`src/rtl/edge_event_pkg.sv`:
```
// Shared types and helpers for the edge/event input conditioner.
package edge_event_pkg;

  typedef enum logic [1:0] {
    EDGE_OFF  = 2'b00,
    EDGE_RISE = 2'b01,
    EDGE_FALL = 2'b10,
    EDGE_BOTH = 2'b11
  } edge_mode_t;

  // Debounce counter width: must hold values up to DEBOUNCE_CYCLES.
  function automatic int cnt_width(input int cycles);
    return (cycles < 1) ? 1 : $clog2(cycles + 1);
  endfunction

endpackage

```
`src/rtl/debounce_channel.sv`:
```
// One input channel: synchroniser chain, debounce counter, stable level and
// single-cycle rising/falling pulse registers.
module debounce_channel
  import edge_event_pkg::*;
#(
  parameter int   SYNC_STAGES     = 2,
  parameter int   DEBOUNCE_CYCLES = 500000,
  parameter logic RESET_LEVEL     = 1'b1
) (
  input  logic clk50m,
  input  logic rst_n,
  input  logic in,
  output logic level,
  output logic risingedge,
  output logic fallingedge
);

  localparam int            CW       = cnt_width(DEBOUNCE_CYCLES);
  localparam logic [CW-1:0] CNT_LAST = CW'(DEBOUNCE_CYCLES - 1);

  logic [SYNC_STAGES-1:0] sync_q, sync_d;
  logic [CW-1:0]          cnt_q, cnt_d;
  logic                   level_q, level_d;
  logic                   rise_q, rise_d;
  logic                   fall_q, fall_d;
  logic                   sync;

  assign sync = sync_q[SYNC_STAGES-1];

  always_comb begin
    // NOTE: every signal gets a default before any branch so no latch is inferred.
    sync_d  = {sync_q[SYNC_STAGES-2:0], in};
    cnt_d   = '0;
    level_d = level_q;
    rise_d  = 1'b0;
    fall_d  = 1'b0;
    // Any sample matching the current level restarts the count (glitch rejection).
    if (sync != level_q) begin
      if (cnt_q == CNT_LAST) begin
        level_d = sync;
        rise_d  = sync;
        fall_d  = ~sync;
      end else begin
        cnt_d = cnt_q + 1'b1;
      end
    end
  end

  // NOTE: sequential state uses non-blocking assignments only.
  always_ff @(posedge clk50m or negedge rst_n) begin
    if (!rst_n) begin
      sync_q  <= {SYNC_STAGES{RESET_LEVEL}};
      cnt_q   <= '0;
      level_q <= RESET_LEVEL;
      rise_q  <= 1'b0;
      fall_q  <= 1'b0;
    end else begin
      sync_q  <= sync_d;
      cnt_q   <= cnt_d;
      level_q <= level_d;
      rise_q  <= rise_d;
      fall_q  <= fall_d;
    end
  end

  assign level       = level_q;
  assign risingedge  = rise_q;
  assign fallingedge = fall_q;

endmodule

```
`src/rtl/edge_event_unit.sv`:
```
// Multi-channel input conditioner: per-channel debounce/edge detection plus
// mode-qualified sticky event flags and a combined interrupt.
module edge_event_unit
  import edge_event_pkg::*;
#(
  parameter int   WIDTH           = 4,
  parameter int   SYNC_STAGES     = 2,
  parameter int   DEBOUNCE_CYCLES = 500000,
  parameter logic RESET_LEVEL     = 1'b1
) (
  input  logic                 clk50m,
  input  logic                 rst_n,
  input  logic [WIDTH-1:0]     in,
  input  logic [2*WIDTH-1:0]   edge_mode,
  input  logic [WIDTH-1:0]     event_clr,
  output logic [WIDTH-1:0]     level,
  output logic [WIDTH-1:0]     risingedge,
  output logic [WIDTH-1:0]     fallingedge,
  output logic [WIDTH-1:0]     event_pending,
  output logic                 irq
);

  logic [WIDTH-1:0] qual;
  logic [WIDTH-1:0] pend_q, pend_d;

  for (genvar i = 0; i < WIDTH; i++) begin : g_ch
    debounce_channel #(
      .SYNC_STAGES     (SYNC_STAGES),
      .DEBOUNCE_CYCLES (DEBOUNCE_CYCLES),
      .RESET_LEVEL     (RESET_LEVEL)
    ) u_ch (
      .clk50m      (clk50m),
      .rst_n       (rst_n),
      .in          (in[i]),
      .level       (level[i]),
      .risingedge  (risingedge[i]),
      .fallingedge (fallingedge[i])
    );
  end

  always_comb begin
    qual = '0;
    for (int i = 0; i < WIDTH; i++) begin
      case (edge_mode_t'(edge_mode[2*i +: 2]))
        EDGE_RISE: qual[i] = risingedge[i];
        EDGE_FALL: qual[i] = fallingedge[i];
        EDGE_BOTH: qual[i] = risingedge[i] | fallingedge[i];
        default:   qual[i] = 1'b0;
      endcase
    end
    // A set in the same cycle as a clear wins; mode only gates new sets.
    pend_d = qual | (pend_q & ~event_clr);
  end

  always_ff @(posedge clk50m or negedge rst_n) begin
    if (!rst_n) pend_q <= '0;
    else        pend_q <= pend_d;
  end

  assign event_pending = pend_q;
  assign irq           = |pend_q;

endmodule

```
`config.mk`:
```
export PLATFORM = sky130hd
export DESIGN_NAME = edge_event_unit
export DESIGN_NICKNAME = d
export VERILOG_FILES = /design/src/rtl/edge_event_pkg.sv /design/src/rtl/debounce_channel.sv /design/src/rtl/edge_event_unit.sv
export SDC_FILE = /design/constraint.sdc
export NUM_CORES = 1
export LEC_CHECK = 0
export ABC_AREA = 1
export CORE_MARGIN = 2
export CORE_UTILIZATION = 25
export CTS_BUF_LIST = sky130_fd_sc_hd__clkbuf_4
export CTS_CLUSTER_DIAMETER = 150
export DETAILED_ROUTE_END_ITERATION = 10
export PLACE_DENSITY = 0.47
export SETUP_SLACK_MARGIN = 0.05
export SLEW_MARGIN = 10
export SYNTH_ARGS = -nofsm -noshare
export SYNTH_HDL_FRONTEND = slang
export SYNTH_SLANG_ARGS = --single-unit
```
`constraint.sdc`:
```
create_clock -name clk50m -period 2.1 [get_ports clk50m]
set_input_delay 0.21 -clock clk50m [delete_from_list [all_inputs] [get_ports clk50m]]
set_output_delay 0.21 -clock clk50m [all_outputs]
set_load 0.02 [all_outputs]
```
* Word level (Yosys, flattened, before mapping) *
Cells that the tools add are included.

word-level totals
  bits in registers = 100
  input port bits = 18
  output and inout port bits = 17

operators by class
  reductions and logical operators = 5
  equality and inequality tests = 20
  bitwise gates (word level) = 11
  multiplexer cells = 28
  $add $sub $neg = 4

operator list
  cell                                                 count
  two-way mux 19 bit                                   8
  adder 19 x 1 -> 19 bit, second input constant        4
  equality test 19 bit, second input constant          4
  equality test 2 bit, second input constant           8
  two-way mux 1 bit                                    16
  one-hot mux 1 bit (3 select lines)                   4
  equality test 2 x 1 -> 1 bit, second input constant  4
  AND reduction 2 bit                                  4
  bitwise AND 4 bit                                    1
  != test 1 bit                                        4
  NOT 1 bit                                            4
  NOT 4 bit                                            1
  bitwise OR 1 bit                                     4
  bitwise OR 4 bit                                     1
  OR reduction 4 bit                                   1

* Logic depth before layout (Yosys ltp) *
Gate-level depths: netlist of run 1.

  depth after elaboration = 3
  depth in mapped cells = 8
  gate-level depth less buffers = 8

* Cells and area by module *
From an unflattened synthesis of run 1, not the netlist that was laid out.

second synthesis, totals
  cell total of the unflattened synthesis = 642
  area total of the unflattened synthesis = 5,231.3 um^2

by module, submodules not included
  module                               cells an instance  instances  area an instance (um^2)
  debounce_channel (g_ch[0].u_ch ...)  154                3          1,253.7
  debounce_channel (g_ch[1].u_ch)      153                1          1,278.7
  edge_event_unit                      27                 1          191.4

* Worst setup path after synthesis of run 1 *
Ideal clock, no wire load.

  path kind = reg2reg
  from = reg g_ch[3].u_ch.sync_q[1]
  to = reg g_ch[3].u_ch.cnt_q[5]
  path slack = 0.816 ns
  period minus slack after synthesis = 1.284 ns
  data required time = 1.977 ns
  setup time = 0.123 ns
  data arrival time = 1.161 ns
  cell stages (with the launch flop) = 6
  cell sequence = dfstp_2 -> nor2_1 -> nor2_2 -> inv_1 -> nand2_1 -> nor2_1

on the way
  cells in the longest elaborated chain, start to end = 2

RTL lines
  what                       RTL line                text
  from (decl)                debounce_channel.sv:21  logic [SYNC_STAGES-1:0] sync_q, sync_d;
  from (signal assigned)     debounce_channel.sv:52  sync_q <= {SYNC_STAGES{RESET_LEVEL}};
  from (signal assigned)     debounce_channel.sv:58  sync_q <= sync_d;
  != test 1 bit              debounce_channel.sv:38  if (sync != level_q) begin
  two-way mux 19 bit         debounce_channel.sv:38
  net g_ch[3].u_ch.cnt_d[5]  debounce_channel.sv:22  logic [CW-1:0] cnt_q, cnt_d;
  to (signal assigned)       debounce_channel.sv:59  cnt_q <= cnt_d;
  to (decl)                  debounce_channel.sv:22

The timed path passes the listed nets, and every way through them passes these cells.
A chain may end at the register's enable or synchronous reset.

* Final worst setup path of run 1 *
  from = reg g_ch[3].u_ch.level_q
  to = out level[3]

RTL lines
  what                    RTL line                text
  from (decl)             debounce_channel.sv:23  logic level_q, level_d;
  from (signal assigned)  debounce_channel.sv:60  level_q <= level_d;
  to (decl)               edge_event_unit.sv:16   output logic [WIDTH-1:0] level,

No word-level cell between the ends.

==> summary.txt, run 1 <==
Run status
  • Outcome: finished clean

Logic synthesis
  • Ys Warns: 0
  • Mapped Nets: 735
  • Mapped Cells: roughly 710
  • Avg Cell Area, Syn: between 7 and 8 um^2
  • Sequential-to-total area share from yosys stat: 0.465
  • Flop and latch count out of synthesis: 100
  • Netlist cell types: 29
  • Netlist Area Pre-Place: between 0.005 and 0.006 mm^2

Clock tree
  • H-tree Lvls: 3
  • Clock Pin Slew Worst Setup and Hold Paths: about 0.16 ns
  • Clock sinks: 100
  • TritonCTS clock tree: built
  • Post-CTS Setup Inserts: 0
  • Cts-stage hold buffer count: 1
  • Worst-Skew Late Latency: between 0.4 and 0.5 ns
  • Num CTS Buffers: 9
  • CTS Root Cell: clkbuf_4
  • Max Root-Sink Buffers: 2
  • Post-CTS Resized: 0

Floorplanning
  • Die Span X: 151 um
  • Rows: 53
  • Initial Utilization: 0.256
  • Core ar.: 0.0212 mm^2
  • Top Ports: 35
  • Die H: between 150 and 200 um
  • Die footprint: about 0.023 mm^2

Setup path
  • Crit path DAT: approximately 1.7 ns
  • Worst path slowest cell: clkdlybuf4s50_1
  • CP top delay family: buffers and inverters
  • CP Buf/Inv Count: 1
  • Kind of critical path: flop to output port
  • CP endpoint kind: output port
  • Cell Chain, Critical Path: clkdlybuf4s50_1
  • Req. time, crit path: approximately 1.9 ns
  • Crit-path max cell delay: roughly 0.61 ns
  • Startpoint types: flop
  • Crit path max fanout: 4

GRT
  • Antenna violations before repair: 3
  • Overall routing resource usage: 0.120
  • Pin count of the biggest net entering global routing: between 50 and 60
  • Vias in the first global route: 4134
  • Grt ovf: 0
  • First-pass GRT wire length: roughly 21 mm

STA
  • Final Hold Vio Count: 0
  • Final TNS setup: 0 ns
  • Post-route setup slack: ~0.21 ns
  • RSZ-0062 raised after global routing: no
  • Layout Skew: roughly 0.021 ns
  • Tmin final: 1.89 ns
  • Slew @ Worst Pin: 0.442 ns
  • Rel. slew slack: 0.705
  • Setup Viol. Count Final: 0
  • Pins Over Slew Limit: 0
  • FMAX: between 0.5 and 0.6 GHz
  • Final critical-path share of the clock period: 0.902

Route
  • Final WL: approximately 13 mm
  • Residual DRC count: 0
  • Routed via count: between 4000 and 5000
  • Wirelength per Cell: about 12 um
  • Via/cell ratio: 4.16
  • ANT nets after route: 0
  • DR iter-0 viols: roughly 220
  • Pre-antenna DRT Iters: 5

Finish
  • # fillers: 2266
  • Share of layout cells above drive strength 1: 0.110
  • Final-stage net count: 773
  • Area Overhead vs Synth: 14.6%

Placed design
  • Pre-CTS setup slack: 0.522 ns
  • HPWL after detailed placement: 9.42 mm
  • RePlAce Congestion: roughly 0.8
  • I/O Buffers: 34

Job
  • Number of max-cap violations: 0

Pwr
  • Pwr Total: about 3.2 mW
  • VDD IR max: 0.000237 V
  • Leak: ~2.5 nW
  • Power density over the cells: ~510 mW/mm^2

Worst hold path
  • Hold Path Class: input pin to flop
[cells in the final DEF (no fill, tap or decap), types with 10 or more instances in the layout]
| cell type | n |
|---|---|
| nand2_2 | 17 |
| nor2_2 | 16 |
| dfrtp_1 | 88 |
| nand2_1 | 125 |
| o21ai_0 | 11 |
| xor2_1 | 17 |
| xnor2_1 | 16 |
| dfstp_2 | 12 |
| clkdlybuf4s50_1 | 33 |
| nor3_1 | 10 |
| a21oi_1 | 18 |
| inv_1 | 79 |
| clkbuf_4 | 11 |
| nor2_1 | 198 |
| nand3_1 | 49 |
[synth_stat cells]
cell | n | area (um^2)
nand2_2 | 17 | 106
xor2_1 | 17 | 149
inv_1 | 79 | 297
buf_2 | 2 | 10.0
dfrtp_1 | 88 | 2200
nor2_1 | 198 | 743
and2_0 | 1 | 6.26
nor3_2 | 3 | 30.0
nand4_1 | 4 | 25.0
and3_1 | 1 | 6.26
o21bai_1 | 1 | 7.51
o21ai_0 | 11 | 55.1
a21oi_1 | 18 | 90.1
nor2_2 | 16 | 100
buf_4 | 12 | 90.1
nand3_2 | 4 | 40.0
nand3b_1 | 1 | 7.51
inv_2 | 3 | 11.3
o211ai_1 | 4 | 30.0
nor3_1 | 10 | 50.1
xnor2_1 | 16 | 140
o21ai_1 | 2 | 10.0
dfstp_2 | 12 | 315
nor3b_1 | 5 | 37.5
nor2_4 | 6 | 67.6
nand3_1 | 49 | 245
ha_1 | 4 | 50.1
and2_1 | 4 | 25.0
nand2_1 | 125 | 469
[cells by family after synthesis]
family,synth area share
and+or+nand+nor,0.362
DFF,0.465
buffers and inverters,0.0753
AOI/OAI and AO/OA,0.0356
xor gates and xnor gates,0.0534
adders and majority gates,0.00924
[cell type report]
cell class,count,area [um^2],share of cell area
flip-flops and latches,100,2520,0.406
clock inverters,5,53.8,0.00867
clock buffers,11,82.6,0.0133
well taps,275,344,0.0554
repair buffers,41,405,0.0653
inverters,82,308,0.0496
multi-input cells,517,2490,0.401
diodes,2,5.00,0.000806
[per-stage QoR]
stage	hold WS (ns)	std cells	cell area (um^2)	utilization
after floorplan	-0.0856	713	5420	-
after global placement	0.145	1014	6060	0.286
after detailed placement	0.146	1014	6060	0.286
after CTS	0.0659	1031	6200	0.293
after global routing	0.0557	1032	6200	0.293
final	0.118	1033	6210	0.293
[flip-flops by register name, indices dropped and copies added, names as in the netlist]
register	cells
g_ch.u_ch.cnt_q	76
g_ch.u_ch.level	4
g_ch.u_ch.risingedge	4
g_ch.u_ch.sync_q	8
event_pending	4
g_ch.u_ch.fallingedge	4
[layer usage]
| metal | wire (um) | GRT usage | vias up |
|---|---|---|---|
| met4 | 152 | 0.0341 | 2 |
| met1 | 6430 | 0.161 | 1954 |
| li1 | - | - | 2276 |
| met3 | 536 | 0.0340 | 13 |
| met2 | 5510 | 0.187 | 57 |
| met5 | 13 | 0 | - |
[worst paths after layout]
path	slack, ns	start	to	cells after the start
setup / recovery	0.21	g_ch[3].u_ch.level$_DFFE_PN1P_	level[3]	1
hold / removal	0.12	in[2]	g_ch[2].u_ch.sync_q[0]$_DFF_PN1_	1
setup reg to reg	0.51	g_ch[3].u_ch.level$_DFFE_PN1P_	g_ch[3].u_ch.cnt_q[17]$_DFF_PN0_	7
hold reg to reg	0.37	g_ch[1].u_ch.sync_q[0]$_DFF_PN1_	g_ch[1].u_ch.sync_q[1]$_DFF_PN1_	0
max in group asynchronous	1.28	rst_n	g_ch[0].u_ch.sync_q[0]$_DFF_PN1_	3
min in group asynchronous	0.15	rst_n	g_ch[3].u_ch.fallingedge$_DFF_PN0_	2
[power by group]
part / internal (mW) / switching [mW] / total, mW
registers: 1.96 / 0.0183 / 1.98
clock network: 0.384 / 0.675 / 1.06
logic: 0.0605 / 0.0980 / 0.158
total: 2.40 / 0.791 / 3.20
No activity file was read; power rests on OpenSTA's default activity.
==> run 2: changes to the inputs <==
- clock period: 2.1 -> 1.8 ns (I/O delays scaled with it)
==> summary.txt, run 2 (same netlist as run 1, synthesis figures left out) <==
Run status
  • Outcome: finished clean

Placed design
  • I/O Buffers: 34
  • RePlAce Congestion: around 0.8
  • Dpl cells: roughly 1000
  • HPWL after detailed placement: ~9.3 mm

Route
  • Residual DRC count: 0
  • Wirelength per Cell: around 12 um
  • Via/cell ratio: ~4.2
  • Routed via count: approximately 4300
  • Final WL: about 12 mm
  • DR iter-0 viols: roughly 200
  • ANT nets after route: 0
  • Pre-antenna DRT Iters: 4

STA
  • Tmin final: between 1.5 and 2 ns
  • RSZ-0062 raised after global routing: yes
  • Layout Skew: 0.0216 ns
  • Pins Over Slew Limit: 0
  • Slew @ Worst Pin: approximately 0.52 ns
  • Setup Viol. Count Final: 0
  • Final critical-path share of the clock period: 0.927
  • Rel. slew slack: 0.653
  • WHS: 0.0774 ns
  • FMAX: ~0.6 GHz
  • Final Hold Vio Count: 0
  • Final TNS setup: 0 ns

Setup path
  • FF-to-FF setup slack: roughly 0.22 ns
  • Cell Chain, Critical Path: inv_1 -> nand4_1 -> dlygate4sd2_1
  • Crit path DAT: between 1 and 1.5 ns
  • CP top delay family: buffers and inverters
  • Req. time, crit path: between 1.5 and 2 ns
  • CP endpoint kind: output port
  • Kind of critical path: flop to output port
  • Crit-path max cell delay: roughly 0.42 ns
  • CP Buf/Inv Count: 2
  • Startpoint types: flop
  • Crit path max fanout: 2
  • Worst path slowest cell: dfrtp_1

Clock tree
  • H-tree Lvls: 3
  • Worst-Skew Late Latency: around 0.48 ns
  • Post-CTS Setup Inserts: 0
  • TritonCTS clock tree: built
  • Clock Pin Slew Worst Setup and Hold Paths: 0.16 ns
  • Clock sinks: 100
  • CTS Root Cell: clkbuf_4
  • Max Root-Sink Buffers: 2
  • Num CTS Buffers: 9

Floorplanning
  • Die H: around 150 um
  • Initial Utilization: 0.256
  • Top Ports: 35
  • Core ar.: 0.0212 mm^2
  • Die footprint: ~0.023 mm^2
  • Rows: 53
  • Die Span X: about 150 um

Pwr
  • Pwr Total: a little under 4 mW
  • Leak: 2.53 nW
  • VDD IR max: 0.000249 V
  • Power density over the cells: slightly above 600 mW/mm^2

Finish
  • Largest register FFs: 76
  • Util after Layout: 0.294
  • Post-route insts no fill: just over 1000
  • Final-stage net count: between 700 and 800
  • Commonest non-fill, non-tap cell in the layout: nor2_1
  • Biggest regs: g_ch.u_ch.cnt_q x76, g_ch.u_ch.sync_q x8
  • Most flops, register: g_ch.u_ch.cnt_q
  • Area Overhead vs Synth: 14.9%
  • Share of layout cells above drive strength 1: 0.107
  • Commonest non-fill, non-tap cells in the layout: nor2_1, nand2_1, dfrtp_1

GRT
  • First-pass GRT wire length: around 21 mm
  • Grt ovf: 0
  • Overall routing resource usage: 0.119
  • Vias in the first global route: 4205
  • Antenna violations before repair: 2
  • Pin count of the biggest net entering global routing: 37

Job
  • Number of max-cap violations: 0

Worst hold path
  • Hold Path Class: input pin to flop
-- run 2: cell count changes in the layout (fill, tap and decap cells not counted), sizes merged --
cell and delta:
diode -1, inv +1, buf -2, clkinvlp -2
bufinv +1, clkdlybuf4s50 -8, clkinv +1, clkbuf -1
dlygate4sd2 +8
-- run 2: through the flow --
step                      cell area [um^2]  setup slack, ns
after CTS                             6210           0.0808
after global routing                  6220           0.0381
after floorplan                       5420            0.516
after global placement                6050            0.195
after detailed placement              6050            0.190
final                                 6220            0.131
-- run 2: area by class of cell --
| cell class | instances | area, um^2 |
|---|---|---|
| Antenna cell | 1 | 2.50 |
| Clock buffer | 10 | 75.1 |
| Clock inverter | 6 | 86.3 |
| Fill cell | 2272 | 14900 |
| Inverter | 82 | 308 |
| Multi-Input combinational cell | 517 | 2500 |
| Sequential cell | 100 | 2520 |
| Tap cell | 275 | 344 |
| Timing Repair Buffer | 39 | 393 |
-- run 2: path summary, 6_finish.rpt --
path	start	to	cells after the start
setup / recovery	event_pending[0]$_DFF_PN0_	irq	3
hold / removal	in[1]	g_ch[1].u_ch.sync_q[0]$_DFF_PN1_	1
setup reg to reg	g_ch[2].u_ch.sync_q[1]$_DFF_PN1_	g_ch[2].u_ch.cnt_q[17]$_DFF_PN0_	5
hold reg to reg	g_ch[2].u_ch.sync_q[0]$_DFF_PN1_	g_ch[2].u_ch.sync_q[1]$_DFF_PN1_	0
max in group asynchronous	rst_n	g_ch[2].u_ch.sync_q[0]$_DFF_PN1_	3
min in group asynchronous	rst_n	g_ch[3].u_ch.fallingedge$_DFF_PN0_	2
-- run 2: what timing repair did --
action                                  4_1_cts  5_1_grt
endpoints found under the setup margin        8        7
hold buffers                                  1        0
hold endpoints to repair                     33        0
resized for setup                             8        1
pin swaps                                     0        0
-- run 2: power by group --
group          switching [mW]  internal (mW)
clock network           0.799          0.581
registers              0.0212           2.29
logic                   0.109         0.0703
total                   0.929           2.94
-- run 2: metal layers --
layer	wire length (um)	vias up	global-route usage	share of wire
met3	420	14	0.0217	0.034
met5	12	-	0	0.00097
li1	-	2265	-	-
met1	6370	1942	0.170	0.52
met4	224	2	0.0463	0.018
met2	5320	56	0.179	0.43
==> run 3: changes to the inputs <==
- PLACE_DENSITY: 0.47 -> 0.44
- clock period: 1.8 -> 1.7 ns (I/O delays scaled with it)
==> summary.txt, run 3 (same netlist as run 1, synthesis figures left out) <==
Pwr
  • VDD IR max: ~0.00039 V
  • Pwr Total: between 3 and 4 mW
  • Leak: between 2 and 3 nW
  • Power density over the cells: approximately 630 mW/mm^2

Placed design
  • I/O Buffers: 34
  • Pre-CTS setup slack: between 0.03 and 0.04 ns
  • Dpl cells: around 1000
  • HPWL after detailed placement: ~9.8 mm
  • RePlAce Congestion: around 0.79

Route
  • Wirelength per Cell: between 10 and 15 um
  • Via/cell ratio: between 4 and 5
  • ANT nets after route: 0
  • Residual DRC count: 0
  • DR iter-0 viols: 254
  • Routed via count: between 4000 and 5000
  • Final WL: about 13 mm
  • Pre-antenna DRT Iters: 4

Run status
  • Outcome: finished clean

Setup path
  • Kind of critical path: flop to output port
  • CP Buf/Inv Count: 1
  • CP top delay family: flip-flops
  • Startpoint types: flop
  • Crit path DAT: between 1 and 1.5 ns
  • Crit path max fanout: 4
  • Crit-path max cell delay: approximately 0.58 ns
  • Req. time, crit path: 1.53 ns
  • Worst path slowest cell: dfstp_2
  • CP endpoint kind: output port
  • Cell Chain, Critical Path: clkdlybuf4s15_1

Clock tree
  • CTS Root Cell: clkbuf_4
  • Clock Pin Slew Worst Setup and Hold Paths: 0.16 ns
  • TritonCTS clock tree: built
  • Clock sinks: 100
  • Num CTS Buffers: 9
  • Worst-Skew Late Latency: roughly 0.48 ns
  • Post-CTS Setup Inserts: 0
  • Max Root-Sink Buffers: 2
  • H-tree Lvls: 3

Finish
  • Biggest regs: g_ch.u_ch.cnt_q x76, g_ch.u_ch.sync_q x8
  • Commonest non-fill, non-tap cells in the layout: nor2_1, nand2_1, dfrtp_1
  • Post-route insts no fill: between 1000 and 1500
  • Most flops, register: g_ch.u_ch.cnt_q
  • Commonest non-fill, non-tap cell in the layout: nor2_1
  • Area Overhead vs Synth: 15.6%
  • Share of layout cells above drive strength 1: 0.119
  • # fillers: around 2300
  • Largest register FFs: 76
  • Final-stage net count: approximately 780

GRT
  • First-pass GRT wire length: 21.7 mm
  • Pin count of the biggest net entering global routing: 25
  • Antenna violations before repair: 2
  • Vias in the first global route: between 4000 and 5000
  • Overall routing resource usage: 0.123
  • Grt ovf: 0

Floorplanning
  • Die footprint: between 0.02 and 0.025 mm^2
  • Initial Utilization: 0.256
  • Core ar.: ~0.021 mm^2
  • Die Span X: 151 um
  • Die H: 151 um
  • Rows: 53
  • Top Ports: 35

Worst hold path
  • Hold Path Class: input pin to flop

STA
  • Slew @ Worst Pin: about 0.38 ns
  • FMAX: between 0.6 and 0.7 GHz
  • Final critical-path share of the clock period: 0.909
  • Rel. slew slack: 0.749
  • Setup Viol. Count Final: 0
  • Final Hold Vio Count: 0
  • Pins Over Slew Limit: 0
  • Final TNS setup: 0 ns
  • RSZ-0062 raised after global routing: no
  • Post-route setup slack: 0.155 ns
  • Layout Skew: around 0.014 ns
  • Tmin final: between 1.5 and 2 ns
  • WHS: approximately 0.072 ns

Job
  • Number of max-cap violations: 0
-- run 3: cell count changes in the layout (fill, tap and decap cells not counted), sizes merged --
cell,previous run,this run
dlygate4sd2,8,12
bufinv,2,1
clkinvlp,0,2
clkdlybuf4s50,25,16
clkdlybuf4s15,0,3
clkbuf,10,11
buf,5,10
-- run 3: metrics by stage --
| step | util | area (um^2) |
|---|---|---|
| 3_3_place_gp | 0.289 | 6100 |
| 3_5_place_dp | 0.289 | 6100 |
| 6_report | 0.296 | 6260 |
| 2_1_floorplan | - | 5420 |
| 5_1_grt | 0.296 | 6260 |
| 4_1_cts | 0.295 | 6240 |
-- run 3: worst paths after layout --
check	from	cells after the start	slack [ns]	end
max	g_ch[2].u_ch.level$_DFFE_PN1P_	1	0.16	level[2]
min	in[2]	1	0.07	g_ch[2].u_ch.sync_q[0]$_DFF_PN1_
max reg2reg	g_ch[1].u_ch.cnt_q[0]$_DFF_PN0_	6	0.19	g_ch[1].u_ch.cnt_q[5]$_DFF_PN0_
min reg2reg	g_ch[3].u_ch.sync_q[0]$_DFF_PN1_	0	0.37	g_ch[3].u_ch.sync_q[1]$_DFF_PN1_
max in group asynchronous	rst_n	3	1.04	g_ch[2].u_ch.sync_q[0]$_DFF_PN1_
min in group asynchronous	rst_n	2	0.12	g_ch[3].u_ch.cnt_q[9]$_DFF_PN0_
-- run 3: cell type report --
type / count / area (um^2) / share of cell area
clock inverters: 7 / 66.3 / 0.0106
diodes: 1 / 2.50 / 0.000400
flip-flops and latches: 100 / 2520 / 0.402
repair buffers: 44 / 428 / 0.0684
inverters: 82 / 308 / 0.0492
multi-input cells: 517 / 2530 / 0.404
clock buffers: 9 / 67.6 / 0.0108
well taps: 275 / 344 / 0.0550
-- run 3: repair_timing --
action,in CTS,in global routing
hold buffers,1,0
hold endpoints to repair,91,0
endpoints found under the setup margin,24,32
gates cloned,0,0
resized for setup,20,12
-- run 3: routing by layer --
layer  vias up  part of all wire  global-route usage
met5         -            0.0010                   0
met4         2            0.0063              0.0224
met3         7             0.048              0.0367
met2        54              0.44               0.193
met1      1964              0.50               0.169
li1       2279                 -                   -
-- run 3: report_power, final --
group | internal [mW] | switching, mW
clock | 0.442 | 0.850
sequential | 2.42 | 0.0228
combinational | 0.0805 | 0.121
